**config.mk**
```make
export PLATFORM = sky130hd
export DESIGN_NAME = fetch_queue
export DESIGN_NICKNAME = d
export VERILOG_FILES = /design/src/rtl/fetch_queue.sv
export SDC_FILE = /design/constraint.sdc
export NUM_CORES = 1
export LEC_CHECK = 0
export CAP_MARGIN = 0
export CORE_ASPECT_RATIO = 0.6
export CORE_MARGIN = 4
export CORE_UTILIZATION = 60
export CTS_CLUSTER_DIAMETER = 30
export DETAILED_ROUTE_END_ITERATION = 16
export MAX_ROUTING_LAYER = met4
export PLACE_DENSITY = 0.85
export SLEW_MARGIN = 20
export SYNTH_ARGS = -nofsm -noshare
export SYNTH_HDL_FRONTEND = slang
export SYNTH_SLANG_ARGS = --single-unit
```
**constraint.sdc**
```tcl
create_clock -name Clk -period 15.3 [get_ports Clk]
set_input_delay 1.53 -clock Clk [delete_from_list [all_inputs] [get_ports Clk]]
set_output_delay 1.53 -clock Clk [all_outputs]
set_load 0.005 [all_outputs]
```
**src/rtl/fetch_queue.sv**
```systemverilog
// Instruction fetch queue: DEPTH-entry circular buffer of {PC, instr} pairs
// between fetch and decode, updated on the falling edge of Clk.
module fetch_queue #(
   parameter int DEPTH = 4,
   parameter int AW    = 2
) (
   input  logic          Clk,
   input  logic          Rst,
   input  logic          Flush,
   input  logic          InValid,
   input  logic [31:0]   InPC,
   input  logic [31:0]   InInstr,
   output logic          InReady,
   output logic          OutValid,
   output logic [31:0]   OutPC,
   output logic [31:0]   OutInstr,
   input  logic          OutReady,
   output logic [AW:0]   Count
);

   localparam logic [AW:0] FULL = (AW+1)'(DEPTH);

   typedef struct packed {
      logic [31:0] pc;
      logic [31:0] instr;
   } entry_t;

   entry_t          mem [DEPTH];
   logic [AW-1:0]   wr_ptr, rd_ptr;
   logic [AW:0]     cnt;
   logic            push, pop;

   // Ready/valid come only from the registered count, so neither side
   // sees a combinational path from the other.
   assign InReady  = (cnt != FULL);
   assign OutValid = (cnt != '0);
   assign push     = InValid & InReady;
   assign pop      = OutValid & OutReady;
   assign Count    = cnt;
   assign OutPC    = mem[rd_ptr].pc;
   assign OutInstr = mem[rd_ptr].instr;

   always_ff @(negedge Clk or posedge Rst) begin
      if (Rst) begin
         wr_ptr <= '0;
         rd_ptr <= '0;
         cnt    <= '0;
         for (int i = 0; i < DEPTH; i++) mem[i] <= '0;
      end else if (Flush) begin
         // Redirect drops everything; stale storage is simply overwritten later.
         wr_ptr <= '0;
         rd_ptr <= '0;
         cnt    <= '0;
      end else begin
         if (push) begin
            mem[wr_ptr] <= '{pc: InPC, instr: InInstr};
            wr_ptr      <= wr_ptr + 1'b1;
         end
         if (pop) rd_ptr <= rd_ptr + 1'b1;
         case ({push, pop})
            2'b10:   cnt <= cnt + 1'b1;
            2'b01:   cnt <= cnt - 1'b1;
            default: cnt <= cnt;
         endcase
      end
   end

endmodule
```
==> results.py, run 1 <==
metrics = {
    "power_and_ir_drop": {
        "leakage_nw": 6.356,
        "power.share.switching_pct": 25.29,
        "p_int_w": 0.001936,
        "p_sw_w": 0.0006556,
        "ir_worst_vdd_mv": 0.09715,
        "p_comb_share_pct": 25.4,
        "p_seq_share_pct": 40.6,
        "p_per_area_nw_per_um2": 177.6,
        "p_clk_share_pct": 33.9,
    },
    "sta": {
        "report.final.hold_viol_count": 0,
        "worst_pin_slew_ps": 1130,
        "tns_ps": 0,
        "setup_viol": 0,
        "grt_setup_unrepaired": "no",
        "setup_slack_ps": 2620,
        "report.final.slew_viol_count": 0,
        "skew_ps": 24.63,
        "hold_ws_ps": 448.6,
        "slew-limit-headroom_pct": 24.64,
    },
    "global_route": {
        "grtUsageTotal_pct": 23.91,
        "grt_pass1_wl_mm": 40.15,
        "grt_max_degree": 184,
        "grt-ovfl-total": 0,
        "grt_pass1_vias": 7319,
        "antenna_found_initial": 2,
    },
    "route": {
        "first_pass_iters": 4,
        "viasPerCell": 5.859,
        "num_vias": 6533,
        "drt-wirelength-per-cell_um": 22.56,
        "wl_met2_mm": 12.20,
        "finalWirelength_mm": 25.15,
        "drtIter0Drc": 323,
        "highest_layer": "met4",
        "ant_nets": 0,
        "drc": 0,
        "wl_met1_mm": 10.94,
        "route.met3.wl_mm": 1.680,
    },
    "layout": {
        "nets": 893,
        "drive_gt1_share_pct": 46.87,
        "area_delta_synth_final_pct": 23.29,
    },
    "critical_path": {
        "ff2ff_setup_slack_ps": 12380,
        "r2r_end": "mem[190]$_DFFE_NP0P_",
        "critPathKind": "register to primary output",
        "timing.rr.start": "Count[1]$_DFFE_NP0P_",
        "endpoint_kind": "primary output",
        "path_buf_inv": 3,
        "crit_chain": "buf_4 -> buf_4 -> mux4_2 -> clkdlybuf4s50_1",
        "cpMaxStageDelayCell": "dfrtn_1",
        "r2r_cells": 5,
        "crit_fanout": 33,
        "start_kind": "register",
        "crit_top_cell": "buf_4",
        "cp.required_ps": 13770,
        "crit_path_max_incr_delay_ps": 700,
        "cp.arrival_ps": 11150,
        "path_delay_family": "buffers and inverters",
    },
    "min_path": {
        "hold_path_end": "mem[125]$_DFFE_NP0P_",
        "hold_path.class": "register to register",
        "hold_path_startpoint": "mem[125]$_DFFE_NP0P_",
        "worstHoldPathCells": 1,
    },
    "clock_tree": {
        "ctsHtreeMaxLevel": 2,
        "post_cts_buffers": 0,
        "cts_buffers": 38,
        "cts.path.max_buffers": 3,
        "clk_pin_slew_ps": 40,
        "cts.hold.buffers_added": 0,
        "cts_sinks": 263,
        "insertion_delay_ps": 520,
        "cts_resized": 0,
        "cts_tree": "done",
        "root_buffer": "clkbuf_16",
    },
    "placed_design": {
        "port_buffers": 137,
        "dp_slack_ps": 3034,
        "hpwl_mm": 14.85,
        "place_congestion": 0.7859,
    },
    "yosys": {
        "yosysSeqAreaShare_pct": 55.60,
        "synth_ff_type": "dfrtn_1",
        "synth_edf_count": 0,
        "ys_warn_count": 0,
        "syn_nets": 755,
        "syn_area_um2": 11840,
        "ys_async_sr_fraction_pct": 100.0,
        "syn_avg_cell_area_um2": 17.38,
        "synth_cell_types": 39,
        "synth-seq-cells": 263,
        "synthCells": 681,
    },
    "run_status": {
        "status": "complete, no violations",
    },
    "floorplanning": {
        "pin_count": 138,
        "dieArea_um2": 22110,
        "die_w_um": 189.3,
        "core_area_um2": 19180,
        "row_count": 39,
        "start_util_pct": 61.73,
        "die_y_um": 116.8,
    },
    "job": {
        "drv_cap": 0,
    },
}
[placed cells by master, fill, tap and decap left out, types with 2 or more instances in the layout]
cell             Yosys  layout
a21oi_1              2       2
a31oi_1              2       2
buf_4                0       4
bufinv_16            0       4
clkbuf_1             8       5
clkbuf_16            0      39
clkbuf_8             0       3
clkdlybuf4s50_1      0     137
clkinv_2             0       5
clkinvlp_4           0       5
dfrtn_1            263     263
diode_2              0       2
ha_1                 4       4
inv_1                4       3
inv_6                0       6
mux2_2             196     196
mux2_4              60      60
mux4_2              64      64
nand3_1              4       4
nand3_4              0       3
nor2_1               7       7
o21ai_0              4       4
xor2_1               2       2
[cells by family after synthesis]
logic type / synth area share [%]
buf+inv: 2.896
fa+ha+maj: 0.5919
xor+xnor: 0.2220
mux: 38.43
flops: 55.60
simple gates: 1.353
compound gates: 0.9091
[worst max path at each step]
stage / cells after the start / end / from / slack [ps]
floorplan: 1 / Count[0]$_DFFE_NP0P_ / Rst / 2800
global placement: 4 / OutInstr[22] / rd_ptr[0]$_DFFE_NP0P_ / 3100
detailed placement: 4 / OutInstr[22] / rd_ptr[0]$_DFFE_NP0P_ / 3030
CTS: 4 / OutInstr[22] / rd_ptr[0]$_DFFE_NP0P_ / 2500
global route: 4 / OutInstr[11] / rd_ptr[0]$_DFFE_NP0P_ / 2350
finish: 4 / OutInstr[11] / rd_ptr[0]$_DFFE_NP0P_ / 2620
[routing by layer]
metal | global-route usage, % | vias up
met1 | 31.16 | 3468
met5 | - | -
li1 | - | 2834
met2 | 39.15 | 195
met4 | 5.058 | 0
met3 | 6.194 | 36
[state kept, by name (all words and copies together) (netlist names)]
signal / count
mem: 256
wr_ptr: 2
Count: 3
rd_ptr: 2
[cells in the mapped netlist (3+ instances only)]
cell      number  area, um2
buf_12         7      140.1
buf_2         27      135.1
clkbuf_1       8      30.03
dfrtn_1      263       6581
ha_1           4      50.05
inv_1          4      15.01
mux2_2       196       2207
mux2_4        60      900.9
mux4_2        64       1441
nand3_1        4      20.02
nand3_2        3      30.03
nor2_1         7      26.28
o21ai_0        4      20.02
[through the flow]
stage	instances	util [%]	cell area (um2)	total power, W
5_1_grt	1115	76.10	14590	0.002704
3_3_place_gp	1045	69.36	13300	0.001668
6_report	1115	76.10	14590	0.002592
2_1_floorplan	681	-	11840	0.001438
3_5_place_dp	1045	69.36	13300	0.001718
4_1_cts	1113	76.06	14590	0.002612
[power by group through the flow]
stage          Sequential, W  Combinational, W  Clock (W)
2_1_floorplan        0.00101          0.000431          0
3_3_place_gp         0.00104          0.000632          0
3_5_place_dp         0.00106          0.000661          0
4_1_cts              0.00105          0.000669   0.000890
5_1_grt              0.00107          0.000705   0.000924
6_report             0.00105          0.000659   0.000880
[worst register-to-register path: stages (launching register included)]
cell     delay [ps]
dfrtn_1         690
nor3b_4         100
inv_2           190
and3_4          690
buf_4           670
mux2_2          430
[area by class of cell]
| cell class | count | area (um2) |
|---|---|---|
| antenna | 2 | 5.005 |
| clock buffer | 47 | 1036 |
| clock inverter | 21 | 247.7 |
| fill | 1091 | 4583 |
| inverter | 5 | 22.52 |
| multi-input combinational | 368 | 4936 |
| sequential | 263 | 6581 |
| tap | 266 | 332.8 |
| timing repair buffer | 143 | 1433 |
No activity file was read; power rests on OpenSTA's default activity.
==> run 2: changes to the inputs <==
--- a/config.mk
+++ b/config.mk
@@ -8,11 +8,11 @@
 export CAP_MARGIN = 0
 export CORE_ASPECT_RATIO = 0.6
 export CORE_MARGIN = 4
-export CORE_UTILIZATION = 60
+export CORE_UTILIZATION = 56
 export CTS_CLUSTER_DIAMETER = 30
 export DETAILED_ROUTE_END_ITERATION = 16
 export MAX_ROUTING_LAYER = met4
-export PLACE_DENSITY = 0.85
+export PLACE_DENSITY = 0.8
 export SLEW_MARGIN = 20
 export SYNTH_ARGS = -nofsm -noshare
 export SYNTH_HDL_FRONTEND = slang
==> constraint.sdc (replaced) <==
create_clock -name Clk -period 13.3 [get_ports Clk]
set_input_delay 1.33 -clock Clk [delete_from_list [all_inputs] [get_ports Clk]]
set_output_delay 1.33 -clock Clk [all_outputs]
set_load 0.005 [all_outputs]
==> run 2 against run 1 <==
Net effect:
- utilization decreased by 4.5 points
- sequential power increased by 15%
- flip-flop and latch count unchanged
- count of clock-buffer cells in the layout increased by 1
- final cell count increased by 0.45%
- setup slack got worse by 460 ps
- first-iteration DRC count decreased by 28%
- wire length increased by 0.79%
- combinational power increased by 15%
- global-route usage decreased by 1.4 points
- register-to-register slack got worse by 2000 ps
- largest cell class unchanged
- largest power group unchanged
==> results.py, run 2 (synthesized netlist as in run 1, its figures left out) <==
metrics = {
    "critical_path": {
        "timing.rr.start": "Count[0]$_DFFE_NP0P_",
        "cp.arrival_ps": 9810,
        "critPathKind": "register to primary output",
        "cp.required_ps": 11970,
        "start_kind": "register",
        "ff2ff_setup_slack_ps": 10360,
        "r2r_cells": 5,
        "endpoint_kind": "primary output",
        "r2r_end": "mem[190]$_DFFE_NP0P_",
        "crit_fanout": 52,
    },
    "layout": {
        "final_common_cell": "dfrtn_1",
        "final_cell_mix": "263 x dfrtn_1, 196 x mux2_2, 137 x clkdlybuf4s50_1",
        "area_delta_synth_final_pct": 23.19,
        "utilization_pct": 71.59,
        "regMostFlops": "mem",
        "drive_gt1_share_pct": 46.81,
        "multi_input_area_um2": 4936,
        "fillers": 1236,
        "seq_area_um2": 6581,
        "nets": 893,
        "layout.cells.non_filler": 1120,
        "largest_reg_flops": 256,
    },
    "power_and_ir_drop": {
        "leakage_nw": 6.357,
        "p_per_area_nw_per_um2": 201.7,
        "ir_worst_vdd_mv": 0.1283,
    },
    "clock_tree": {
        "insertion_delay_ps": 500,
        "clk_pin_slew_ps": 40,
        "root_buffer": "clkbuf_16",
        "cts.hold.buffers_added": 0,
        "cts_resized": 0,
        "cts_tree": "done",
        "cts_buffers": 37,
        "cts_sinks": 263,
        "post_cts_buffers": 0,
        "cts.path.max_buffers": 3,
        "ctsHtreeMaxLevel": 2,
    },
    "sta": {
        "grt_setup_unrepaired": "no",
        "hold_ws_ps": 446.7,
        "report.final.slew_viol_count": 0,
        "tns_ps": 0,
        "report.final.hold_viol_count": 0,
        "skew_ps": 11.99,
        "slew-limit-headroom_pct": 24.09,
        "setup_viol": 0,
        "worst_pin_slew_ps": 1139,
    },
    "global_route": {
        "antenna_found_initial": 1,
        "grt_pass1_wl_mm": 41.08,
        "grtUsageTotal_pct": 22.47,
        "grt_max_degree": 164,
        "grt-ovfl-total": 0,
        "grt_pass1_vias": 7410,
    },
    "job": {
        "drv_cap": 0,
    },
    "floorplanning": {
        "die_y_um": 120.6,
        "core_area_um2": 20370,
        "start_util_pct": 58.11,
        "dieArea_um2": 23610,
        "pin_count": 138,
        "die_w_um": 195.7,
        "row_count": 40,
    },
    "placed_design": {
        "hpwl_mm": 15.37,
        "port_buffers": 137,
        "dpl.cell_count": 1053,
        "place_congestion": 0.7489,
    },
    "route": {
        "drt-wirelength-per-cell_um": 22.63,
        "drtIter0Drc": 234,
        "viasPerCell": 5.794,
        "finalWirelength_mm": 25.35,
        "num_vias": 6489,
        "first_pass_iters": 4,
        "ant_nets": 0,
        "drc": 0,
    },
    "min_path": {
        "hold_path_end": "mem[125]$_DFFE_NP0P_",
        "hold_path.class": "register to register",
        "worstHoldPathCells": 1,
        "hold_path_startpoint": "mem[125]$_DFFE_NP0P_",
    },
    "run_status": {
        "status": "complete, no violations",
    },
}
-- run 2: cell type report --
class	instances	share of cell area (%)
clock buffers	48	7.199
flip-flops and latches	263	45.13
inverters	5	0.1544
well taps	273	2.342
diodes	1	0.01716
repair buffers	144	9.936
multi-input cells	368	33.85
clock inverters	18	1.373
-- run 2: power breakdown --
group / switching (W) / internal, W
Clock: 0.000355 / 0.000620
Combinational: 0.000236 / 0.000521
Sequential: 0.000141 / 0.00107
-- run 2: critical path: stages (launching register included) --
cell and delay, ps:
dfrtn_1 1060, buf_12 460, mux4_2 550, clkdlybuf4s50_1 540
-- run 2: stage by stage --
step | setup slack [ps] | total power [W] | instance area, um2
after global routing | 1951 | 0.003081 | 14580
final | 2159 | 0.002942 | 14580
after floorplan | 2000 | 0.001654 | 11840
after CTS | 2081 | 0.002970 | 14580
after global placement | 2289 | 0.001922 | 13330
after detailed placement | 2210 | 0.001979 | 13330
-- run 2: worst max-delay path by stage --
stage	startpoint	endpoint	slack (ps)
floorplan	Rst	Count[0]$_DFFE_NP0P_	2000
global placement	InValid	mem[189]$_DFFE_NP0P_	2290
detailed placement	InValid	mem[190]$_DFFE_NP0P_	2210
CTS	rd_ptr[0]$_DFFE_NP0P_	OutInstr[22]	2080
global route	rd_ptr[0]$_DFFE_NP0P_	OutInstr[22]	1950
finish	rd_ptr[0]$_DFFE_NP0P_	OutInstr[22]	2160
-- run 2: metal layers --
| metal | track usage [%] | vias up | share of wire [%] |
|---|---|---|---|
| met3 | 4.121 | 19 | 4.5 |
| met4 | 3.662 | 0 | 0.73 |
| met1 | 31.17 | 3496 | 46 |
| met5 | - | - | 0 |
| li1 | - | 2842 | - |
| met2 | 36.18 | 132 | 49 |
